===== config.mk =====
export PLATFORM = sky130hd
export DESIGN_NAME = mem_access_stage
export DESIGN_NICKNAME = d
export VERILOG_FILES = /design/src/rtl/mem_access_stage.sv
export SDC_FILE = /design/constraint.sdc
export NUM_CORES = 1
export LEC_CHECK = 0
export ABC_AREA = 1
export BUFFER_PORTS_ARGS = -buffer_cell sky130_fd_sc_hd__buf_2
export CAP_MARGIN = 25
export CELL_PAD_IN_SITES_DETAIL_PLACEMENT = 1
export CELL_PAD_IN_SITES_GLOBAL_PLACEMENT = 1
export CORE_ASPECT_RATIO = 0.7
export CORE_MARGIN = 2
export CORE_UTILIZATION = 35
export CTS_CLUSTER_SIZE = 24
export DETAILED_ROUTE_END_ITERATION = 6
export HOLD_SLACK_MARGIN = 0.08
export PLACE_DENSITY = 0.93
export SYNTH_ARGS = -nofsm -noshare
export SYNTH_HDL_FRONTEND = slang
export SYNTH_SLANG_ARGS = --single-unit

===== constraint.sdc =====
create_clock -name clk -period 2.6 [get_ports clk]
set_input_delay 0.13 -clock clk [delete_from_list [all_inputs] [get_ports clk]]
set_output_delay 0.13 -clock clk [all_outputs]
set_load 0.03 [all_outputs]

===== src/rtl/mem_access_stage.sv =====
// -----------------------------------------------------------------------------
// mem_access_stage
//   Pipeline MEM stage. Holds the EX/MEM pipeline register, runs byte/half/word
//   loads and stores over a ready-handshaked data-memory port, aligns and
//   extends load data, stalls upstream while an access is outstanding and
//   hands bubbles to write-back while stalled or after a timed-out access.
//
//   Memory handshake: mem_req is held high with address, write strobe, byte
//   enables and write data stable until the cycle in which mem_ready=1; that
//   cycle completes the access (mem_rdata valid in that same cycle). If
//   mem_ready does not arrive within TIMEOUT request cycles the access is
//   abandoned, mem_fault is set (sticky until reset) and a bubble is issued.
//
// Ports
//   clk, rst_n                 clock (rising edge), async active-low reset
//   d*                         instruction fields from EX
//   stall                      holds upstream stages and the EX/MEM register
//   mem_req/we/addr/be/wdata   data-memory request
//   mem_ready/rdata            data-memory response
//   mem2reg/regwr/rw/dmem/     fields to the write-back register
//   execresult
//   misalign                   one-cycle pulse for a misaligned half/word op
//   mem_fault                  sticky access-timeout flag
//   dbg_state                  FSM state (0 = IDLE, 1 = WAIT)
// -----------------------------------------------------------------------------
module mem_access_stage #(
  parameter int TIMEOUT = 16
) (
  input  logic        clk,
  input  logic        rst_n,
  input  logic        dmem2reg,
  input  logic        dregwr,
  input  logic [4:0]  drw,
  input  logic        dmemrd,
  input  logic        dmemwr,
  input  logic [1:0]  dsize,
  input  logic        dsigned,
  input  logic [31:0] dexecresult,
  input  logic [31:0] dstoredata,
  output logic        stall,
  output logic        mem_req,
  output logic        mem_we,
  output logic [31:0] mem_addr,
  output logic [3:0]  mem_be,
  output logic [31:0] mem_wdata,
  input  logic        mem_ready,
  input  logic [31:0] mem_rdata,
  output logic        mem2reg,
  output logic        regwr,
  output logic [4:0]  rw,
  output logic [31:0] dmem,
  output logic [31:0] execresult,
  output logic        misalign,
  output logic        mem_fault,
  output logic        dbg_state
);

  localparam int CW = $clog2(TIMEOUT + 1);

  typedef enum logic {S_IDLE = 1'b0, S_WAIT = 1'b1} state_t;

  // EX/MEM pipeline register
  logic        mem2reg_q;
  logic        regwr_q;
  logic [4:0]  rw_q;
  logic        memrd_q;
  logic        memwr_q;
  logic [1:0]  size_q;
  logic        signed_q;
  logic [31:0] exec_q;
  logic [31:0] sdata_q;

  // Access FSM
  state_t       state_q, state_d;
  logic [CW-1:0] cnt_q, cnt_d;
  logic          fault_q, fault_d;

  logic        is_byte, is_half, is_word;
  logic [1:0]  addr_lo;
  logic        misalign_c;
  logic        mop;
  logic        timeout_hit;
  logic        complete;
  logic [3:0]  be_c;
  logic [31:0] wdata_c;
  logic [7:0]  lane_byte;
  logic [15:0] lane_half;
  logic [31:0] load_ext;

  always_ff @(posedge clk or negedge rst_n) begin
    if (!rst_n) begin
      mem2reg_q <= 1'b0;
      regwr_q   <= 1'b0;
      rw_q      <= 5'd0;
      memrd_q   <= 1'b0;
      memwr_q   <= 1'b0;
      size_q    <= 2'b00;
      signed_q  <= 1'b0;
      exec_q    <= 32'd0;
      sdata_q   <= 32'd0;
    end else if (!stall) begin
      mem2reg_q <= dmem2reg;
      regwr_q   <= dregwr;
      rw_q      <= drw;
      memrd_q   <= dmemrd;
      memwr_q   <= dmemwr;
      size_q    <= dsize;
      signed_q  <= dsigned;
      exec_q    <= dexecresult;
      sdata_q   <= dstoredata;
    end
  end

  // Size 2'b11 is treated as a word access.
  assign is_byte = (size_q == 2'b00);
  assign is_half = (size_q == 2'b01);
  assign is_word = size_q[1];
  assign addr_lo = exec_q[1:0];

  assign misalign_c = (memrd_q | memwr_q) &
                      ((is_half & addr_lo[0]) | (is_word & (addr_lo != 2'b00)));
  assign mop = (memrd_q | memwr_q) & ~misalign_c;

  // The IDLE request cycle counts as wait cycle 0, so WAIT starts at 1 and the
  // access is given TIMEOUT request cycles in total before being abandoned.
  assign timeout_hit = (state_q == S_WAIT) & ~mem_ready & (cnt_q == CW'(TIMEOUT - 1));
  assign stall       = mop & ~mem_ready & ~timeout_hit;
  assign complete    = mop & mem_ready;

  always_ff @(posedge clk or negedge rst_n) begin
    if (!rst_n) begin
      state_q <= S_IDLE;
      cnt_q   <= '0;
      fault_q <= 1'b0;
    end else begin
      state_q <= state_d;
      cnt_q   <= cnt_d;
      fault_q <= fault_d;
    end
  end

  always_comb begin
    state_d = state_q;
    cnt_d   = cnt_q;
    fault_d = fault_q | timeout_hit;
    case (state_q)
      S_IDLE: begin
        cnt_d = '0;
        if (mop && !mem_ready) begin
          state_d = S_WAIT;
          cnt_d   = CW'(1);
        end
      end
      S_WAIT: begin
        if (mem_ready || timeout_hit) begin
          state_d = S_IDLE;
          cnt_d   = '0;
        end else begin
          cnt_d = cnt_q + CW'(1);
        end
      end
      default: begin
        state_d = S_IDLE;
        cnt_d   = '0;
      end
    endcase
  end

  // Byte enables and lane-replicated store data
  always_comb begin
    be_c    = 4'b1111;
    wdata_c = sdata_q;
    if (is_byte) begin
      be_c    = 4'b0001 << addr_lo;
      wdata_c = {4{sdata_q[7:0]}};
    end else if (is_half) begin
      be_c    = 4'b0011 << addr_lo;
      wdata_c = {2{sdata_q[15:0]}};
    end
  end

  // Load lane select and extension
  always_comb begin
    lane_byte = mem_rdata[7:0];
    case (addr_lo)
      2'b00:   lane_byte = mem_rdata[7:0];
      2'b01:   lane_byte = mem_rdata[15:8];
      2'b10:   lane_byte = mem_rdata[23:16];
      default: lane_byte = mem_rdata[31:24];
    endcase
    lane_half = addr_lo[1] ? mem_rdata[31:16] : mem_rdata[15:0];
    if (is_byte) begin
      load_ext = signed_q ? {{24{lane_byte[7]}}, lane_byte} : {24'd0, lane_byte};
    end else if (is_half) begin
      load_ext = signed_q ? {{16{lane_half[15]}}, lane_half} : {16'd0, lane_half};
    end else begin
      load_ext = mem_rdata;
    end
  end

  // Request side is quiet (all zero) whenever no access is being issued.
  assign mem_req   = mop;
  assign mem_we    = mop & memwr_q;
  assign mem_addr  = mop ? {exec_q[31:2], 2'b00} : 32'd0;
  assign mem_be    = mop ? be_c : 4'b0000;
  assign mem_wdata = (mop & memwr_q) ? wdata_c : 32'd0;

  // Write-back side
  assign mem2reg    = mem2reg_q & ~stall;
  assign regwr      = regwr_q & ~stall & ~misalign_c & ~timeout_hit;
  assign rw         = rw_q;
  assign execresult = exec_q;
  assign dmem       = (complete & memrd_q) ? load_ext : 32'd0;
  assign misalign   = misalign_c;
  assign mem_fault  = fault_q;
  assign dbg_state  = state_q;

endmodule


==> impl_metrics.csv <==
group,metric,value,unit
placement,place_area,0.00723,mm2
routing,drt_first_pass_iters,4,
finish,fin_nets,1209,
clock_tree,numCtsBuffers,9,
floorplan,die-width,157,um
floorplan,die-area,0.0176,mm2
power,p_per_area,831,mW/mm2
power,p_leak,0.00457,uW
logic_synthesis,synthArstFlopShare,100,%
logic_synthesis,ys.flop_type,"dfrtp_1",
routing,vias_per_cell,4.82,
floorplan,ios,256,
sta,worst_slew_pin_slew,0.736,ns
logic_synthesis,yosys_register_bits,83,
clock_tree,clockRootBuffer,"clkbuf_16",
worst_setup_path,start_kind,"register",
logic_synthesis,synth_cell_types,30,
routing,drc,0,
sta,rsz0062_at_grt,"false",
sta,slew_headroom,50.9,%
status,status,"complete, no violations",
finish,fin_cells,1323,
worst_setup_path,required,2.47,ns
logic_synthesis,yosysSeqAreaShare,36.0,%
worst_setup_path,crit_fanout,77,
logic_synthesis,post-synth-top-area-cell,"dfrtp_1",
sta,period_share,88.3,%
routing,num_vias,6377,
sta,setup_tns,0,ns
placement,dp.cells,1304,
finish,drive_above_1_share,28.2,%
sta,clock-skew-final,0.00733,ns
logic_synthesis,synth_top_cell_area_share,36.0,%
clock_tree,cts_tree,"done",
global_route,grt_pass1_vias,6665,
global_route,gr-total-overflow,0,
routing,detail-route-antenna-nets,0,
clock_tree,cts_buffer_depth,2,
worst_setup_path,rrSetupSlack,0.65,ns
routing,wl_per_cell,15.5,um
logic_synthesis,netlist_instances,863,
clock_tree,clk_latency,0.33,ns
sta,maxSlewViolCount,0,
global_route,grt_pass1_wl,33.5,mm
placement,gp_congestion,0.838,
clock_tree,htreeDepth,3,
logic_synthesis,ys_top_cells_by_count,"nand2_1, inv_1, nor2_1",
sta,final_hold_viol_count,0,
placement,place_hpwl,15.3,mm
floorplan,initial_core_util,35.5,%
floorplan,core,0.0162,mm2
clock_tree,clk_pin_slew,0.06,ns
global_route,grt_start_max_net_pins,78,
routing,finalWirelength,20.5,mm
worst_setup_path,path_class,"reg -> out",
worst_setup_path,crit_arrival,2.17,ns
power,peakVddDrop,389,uV
clock_tree,clock-sinks,83,
worst_setup_path,cp-end-kind,"output port",
placement,port_buffers,253,
finish,area_growth,31.2,%
global_route,grt_use_total,23.7,%
logic_synthesis,netlist_area,0.00577,mm2
logic_synthesis,synthTopCellsByArea,"dfrtp_1, nand2_1, o21bai_1, inv_1, nor2_1",
routing,dr.first_iter.drc_count,300,
sta,fmax,435,MHz
global_route,antenna_found_initial,3,
floorplan,rows,39,
finish,postLayoutCoreUtil,46.6,%
sta,fin_crit,2.30,ns
logic_synthesis,synth-edff-count,0,
logic_synthesis,avgSynthCellArea,6.69,um2
sta,setup-violations-final,0,
min_path,min_path_type,"in -> reg",
flow_run,drv_cap,0,
floorplan,die_h,111,um
logic_synthesis,yosysWarningCount,0,
logic_synthesis,yosysMostFrequentCell,"nand2_1",
power,total_power,6290,uW
finish,final_area,0.00757,mm2
[flip-flops by register name (all words and copies together) (netlist names), 2 cells and up]
signal      flops
rw              5
size_q          2
execresult     32
cnt_q           5
sdata_q        32
[metrics by stage]
stage               worst slack (ns)  hold slack (ns)
floorplan                      0.296           -0.166
detailed placement             0.423            0.234
CTS                           0.0536           0.0884
finish                         0.303           0.0959
global placement               0.517            0.227
global route                  0.0898            0.103
[cell type report]
class | count | area, um2
repair buffers | 274 | 1480
multi-input cells | 567 | 2830
fillers | 2188 | 8680
diodes | 2 | 5.00
clock buffers | 11 | 243
clock inverters | 5 | 62.6
well taps | 225 | 282
inverters | 156 | 588
flip-flops and latches | 83 | 2080
[placed cells by master (no fill, tap or decap), drive strengths merged, types with 2 or more instances in the layout]
cell type	netlist	routed
buf	42	273
nand2	199	199
inv	156	156
nor2	129	129
nand3	91	91
dfrtp	83	83
o21bai	76	76
a21oi	23	23
o211ai	16	16
o21ai	12	12
clkbuf	16	11
ha	7	7
a31oi	5	5
o22ai	3	3
diode	0	2
conb	1	2
clkinvlp	0	2
clkinv	0	2
[kinds of logic after synthesis]
logic type	Yosys count	synth area share [%]
fa+ha+maj	7	1.52
simple gates	423	31.1
other cells	1	0.0650
compound gates	135	15.9
flops	83	36.0
buf+inv	214	15.5
[final timing paths]
path,start,end,cells after the start
worst min-delay path,drw[0],rw[0],4
min in group asynchronous,rst_n,sdata_q[23],2
max in group asynchronous,rst_n,regwr_q,3
worst min register to register,mem_fault,mem_fault,1
worst max-delay path,cnt_q[0],regwr,9
worst max register to register,cnt_q[0],sdata_q[5],9
[report_power, final]
group	internal, uW	switching [uW]	leakage, uW	total [uW]
combinational	915	2290	0.00343	3210
clock	775	535	0.000142	1310
sequential	1550	224	0.00100	1780
total	3240	3050	0.00457	6290
[metal layers]
metal  share of wire [%]  up-vias  global-route usage, %
met4                 1.9        0                   5.33
met3                 5.9       29                   5.49
met1                  45     3052                   30.6
met5                   0        -                      0
li1                    -     3101                      -
met2                  48      195                   40.2
[critical path, cell delays in order (launching register included)]
cell,delay [ns]
dfrtp_1,0.39
ha_1,0.22
nand2_1,0.09
nor2_1,0.05
ha_1,0.21
nand3_4,0.11
buf_12,0.33
nand3_1,0.12
nor2_1,0.09
buf_2,0.21
[repair_timing]
action | CTS | global route
endpoints found under the setup margin | 0 | 47
endpoints found under the hold margin | 52 | 0
resized for setup | 0 | 5
hold buffers | 1 | 0
buffers inserted | 0 | 0
(Power assumes the default switching activity.)
